`config.mk`:
```
export PLATFORM = sky130hd
export DESIGN_NAME = pl_hazard_ctrl
export DESIGN_NICKNAME = d
export VERILOG_FILES = /design/src/rtl/pl_hazard_ctrl.sv
export SDC_FILE = /design/constraint.sdc
export NUM_CORES = 1
export LEC_CHECK = 0
export ABC_AREA = 1
export CORE_AREA = 2 2 74 76
export CTS_CLUSTER_DIAMETER = 50
export DETAILED_ROUTE_END_ITERATION = 8
export DIE_AREA = 0 0 76 78
export PLACE_DENSITY = 0.63
export SLEW_MARGIN = 20
export SYNTH_ARGS = -nofsm -noshare
export SYNTH_HDL_FRONTEND = slang
export SYNTH_SLANG_ARGS = --single-unit
```
`constraint.sdc`:
```
create_clock -name clock -period 2 [get_ports clock]
set_input_delay 0.4 -clock clock [delete_from_list [all_inputs] [get_ports clock]]
set_output_delay 0.4 -clock clock [all_outputs]
set_load 0.01 [all_outputs]
```
`src/rtl/pl_hazard_ctrl.sv`:
```
// Pipeline hazard control in ID: load-use interlock, mul/div EX occupancy FSM,
// branch flush qualification, ID-stage operand forwarding and a stall-cycle counter.
module pl_hazard_ctrl #(
  parameter int MD_LAT = 4,
  parameter int CNT_W  = 16
) (
  input  logic             clock,
  input  logic             resetn,
  input  logic [4:0]       rs,
  input  logic [4:0]       rt,
  input  logic             use_rs,
  input  logic             use_rt,
  input  logic             id_muldiv,
  input  logic             id_taken,
  input  logic             ewreg,
  input  logic             em2reg,
  input  logic [4:0]       ern,
  input  logic             mwreg,
  input  logic             mm2reg,
  input  logic [4:0]       mrn,
  output logic             wpcir,
  output logic             flush,
  output logic             bubble,
  output logic [1:0]       fwda,
  output logic [1:0]       fwdb,
  output logic             md_busy,
  output logic [CNT_W-1:0] stall_cnt
);

  typedef enum logic {RUN, BUSY} state_t;

  localparam logic [3:0] MD_CNT_INIT = 4'(MD_LAT - 1);

  state_t           state_q, state_d;
  logic [3:0]       md_cnt_q, md_cnt_d;
  logic [CNT_W-1:0] stall_cnt_q, stall_cnt_d;
  logic             lu;
  logic             busy_st;
  logic             stall;
  logic [1:0]       fwda_raw, fwdb_raw;

  assign lu = ewreg & em2reg & (ern != 5'd0) &
              ((use_rs & (ern == rs)) | (use_rt & (ern == rt)));

  always_comb begin
    state_d  = state_q;
    md_cnt_d = md_cnt_q;
    busy_st  = 1'b0;
    case (state_q)
      RUN: begin
        // A mul/div blocked by a load-use hazard waits in ID and issues later.
        if (!lu && id_muldiv) begin
          state_d  = BUSY;
          md_cnt_d = MD_CNT_INIT;
        end
      end
      BUSY: begin
        busy_st  = 1'b1;
        md_cnt_d = md_cnt_q - 4'd1;
        if (md_cnt_q == 4'd1) state_d = RUN;
      end
      default: state_d = RUN;
    endcase
  end

  assign stall       = lu | busy_st;
  assign stall_cnt_d = (stall && (stall_cnt_q != {CNT_W{1'b1}})) ?
                       stall_cnt_q + CNT_W'(1) : stall_cnt_q;

  always_ff @(posedge clock or negedge resetn) begin
    if (!resetn) begin
      state_q     <= RUN;
      md_cnt_q    <= 4'd0;
      stall_cnt_q <= '0;
    end else begin
      state_q     <= state_d;
      md_cnt_q    <= md_cnt_d;
      stall_cnt_q <= stall_cnt_d;
    end
  end

  assign fwda_raw = (ewreg & ~em2reg & (ern != 5'd0) & (ern == rs))  ? 2'd1 :
                    (mwreg & ~mm2reg & (mrn != 5'd0) & (mrn == rs))  ? 2'd2 :
                    (mwreg &  mm2reg & (mrn != 5'd0) & (mrn == rs))  ? 2'd3 : 2'd0;
  assign fwdb_raw = (ewreg & ~em2reg & (ern != 5'd0) & (ern == rt))  ? 2'd1 :
                    (mwreg & ~mm2reg & (mrn != 5'd0) & (mrn == rt))  ? 2'd2 :
                    (mwreg &  mm2reg & (mrn != 5'd0) & (mrn == rt))  ? 2'd3 : 2'd0;

  // Control outputs are forced to their idle values while reset is held.
  assign wpcir     = ~resetn | ~stall;
  assign bubble    = resetn & stall;
  assign flush     = resetn & id_taken & ~stall;
  assign md_busy   = resetn & busy_st;
  assign fwda      = resetn ? fwda_raw : 2'd0;
  assign fwdb      = resetn ? fwdb_raw : 2'd0;
  assign stall_cnt = stall_cnt_q;

endmodule
```
==> out/metrics.yaml <==
outcome: "complete, no violations"
skew_ps: 10.6
syn_nets: 298
drt_first_pass_iters: 4
ctsHtreeMaxLevel: 1
grt-ovfl-total: 0
drtAntennaViolNets: 0
drtIter0Drc: 60
synth.largest_area_cell: "dfrtp_1"
critPathArrivalTime_ps: 1580
r2r_cells: 10
num_vias: 1904
synth_top_area_share: 0.306
path_class: "input port to output pin"
worst_pin_slew_ps: 458
grt_pass1_wl_mm: 8.55
yosys_register_bits: 21
clkSlewWorstSetupHoldPaths_ps: 80
yosysWarnings: 0
synth-main-ff-cell: "dfrtp_1"
rows: 26
track_usage: 0.171
synth_edf_count: 0
core_region_area_um2: 5040
antenna_found_initial: 0
synth_cell_types: 25
utilization: 0.507
p_leak_uw: 0.00135
wl_per_cell_um: 12.1
netlist_area_um2: 1720
start_kind: "input port"
n_antenna_cell: 0
finalInstanceArea_um2: 2550
drive_gt1_frac: 0.228
post-place-ws_ps: -729
fin_crit_ps: 1980
vias_per_cell: 4.62
die_x_um: 76
grt_max_degree: 23
hp-class: "input port to asynchronous set/reset pin"
drv_cap: 0
min_period_over_period: 0.992
grt_pass1_vias: 1844
rsz0062_at_grt: "true"
r2r_setup_slack_ps: 210
cts_tree: "yes"
async_reset_ff_frac: 1.00
numPortBuffers: 53
dpl.hpwl_mm: 3.66
design.die.area_um2: 5930
critPathMaxFanout: 2
fmax_ghz: 0.504
cp.required_ps: 1600
r2r_start: "stall_cnt[0]"
yosysMostFrequentCell: "nand2_1"
ys_seq_area_frac: 0.306
hold_viol: 0
finalSetupViolCount: 0
wl_met2_mm: 2.26
synth_common_cells: "94 x nand2_1, 41 x inv_1, 29 x nand3_1"
dr.max_layer_used: "met4"
r2r_end: "stall_cnt[7]"
crit_path_end_kind: "output pin"
cts_buffer_depth: 2
power.total_uw: 1940
drv_slew: 0
ir_drop_uv: 700
cts_inserted_buffers: 3
powerDensity_nw_per_um2: 761
wl_met1_mm: 2.49
clk_latency_ps: 260
cts.root.buffer_cell: "clkbuf_8"
netlist_top_cells_area: "dfrtp_1 31%, nand2_1 21%, inv_1 9.0%"
wl_mm: 4.99
gp_congestion: 0.845
tns_ps: 0
wl_met3_um: 215
relSlewSlack: 0.692
avgSynthCellArea_um2: 6.48
area_growth_syn_to_layout_pct: 48.7
drc_errors: 0
place_area_um2: 2450
cts_sinks: 21
io_pins: 54
nFillCells: 518
synth_cells: 265
post-route-worst-setup-slack_ps: 15.9
nNetsFinal: 376
initial_core_util: 0.341
dieHeight_um: 78
==> state kept, by name (all words and copies together) (netlist names) <==
signal and cells:
stall_cnt 16, state_q 1, md_cnt_q 4
==> routing by layer <==
layer  GRT usage  vias to the layer above
met4      0.0273                        0
met1       0.249                      873
met5           0                        -
met3      0.0233                        2
met2       0.274                       43
li1            -                      986
==> where the power goes <==
| group | internal [uW] | switching (uW) | leakage, uW |
|---|---|---|---|
| combinational | 470 | 514 | 0.00105 |
| clock | 139 | 144 | 0.0000255 |
| sequential | 535 | 141 | 0.000274 |
==> timing repair <==
item | 4_1_cts | 5_1_grt
pin swaps | 11 | 13
endpoints found under the setup margin | 19 | 11
resized for setup | 79 | 27
hold buffers | 0 | 0
setup buffers | 5 | 1
gates cloned | 0 | 0
==> worst max path at each step <==
stage,start,end
floorplan,ern[0],bubble
global placement,rt[2],fwdb[0]
detailed placement,rt[2],fwdb[0]
CTS,mrn[1],fwdb[0]
global route,rt[4],fwdb[0]
finish,rt[4],fwdb[0]
==> kinds of logic (layout without fill, tap and decap cells) <==
| group | Yosys count | in the layout | synth area share |
|---|---|---|---|
| compound gates | 6 | 6 | 0.0211 |
| xor+xnor | 20 | 20 | 0.102 |
| fa+ha+maj | 3 | 3 | 0.0219 |
| buf+inv | 47 | 124 | 0.112 |
| flops | 21 | 21 | 0.306 |
| simple gates | 168 | 168 | 0.437 |
==> cells in the final DEF (no fill, tap or decap), types with 3 or more instances in the layout <==
cell / instances
nand2_1: 93
inv_1: 38
nand3_1: 28
clkdlybuf4s50_1: 25
dfrtp_1: 21
buf_4: 21
xor2_1: 13
clkbuf_2: 10
nor2_1: 9
nor2_2: 8
nand4_1: 7
nor3_1: 7
buf_2: 7
clkdlybuf4s15_2: 6
inv_2: 5
xnor2_1: 4
nor4_1: 3
ha_1: 3
clkbuf_8: 3
dlygate4sd2_1: 3
==> worst max-delay path, cell delays in order <==
cell	delay, ps
dlygate4sd2_1	290
xor2_1	200
nor4_4	270
buf_4	150
a21oi_1	50
nor2_1	90
buf_2	140
==> per-stage QoR <==
| stage | instances | hold WS [ps] |
|---|---|---|
| after floorplan | 265 | 104 |
| after global routing | 412 | 224 |
| after global placement | 402 | 517 |
| final | 412 | 213 |
| after CTS | 411 | 207 |
| after detailed placement | 402 | 520 |
==> area by class of cell <==
class                   count  area, um^2  share of cell area
multi-input cells         197        1080               0.425
repair buffers             77         649               0.254
flip-flops and latches     21         526               0.206
inverters                  43         161              0.0632
well taps                  70        87.6              0.0343
clock buffers               3        41.3              0.0162
clock inverters             1        5.00             0.00196
Power figures use the tool's default switching activity.
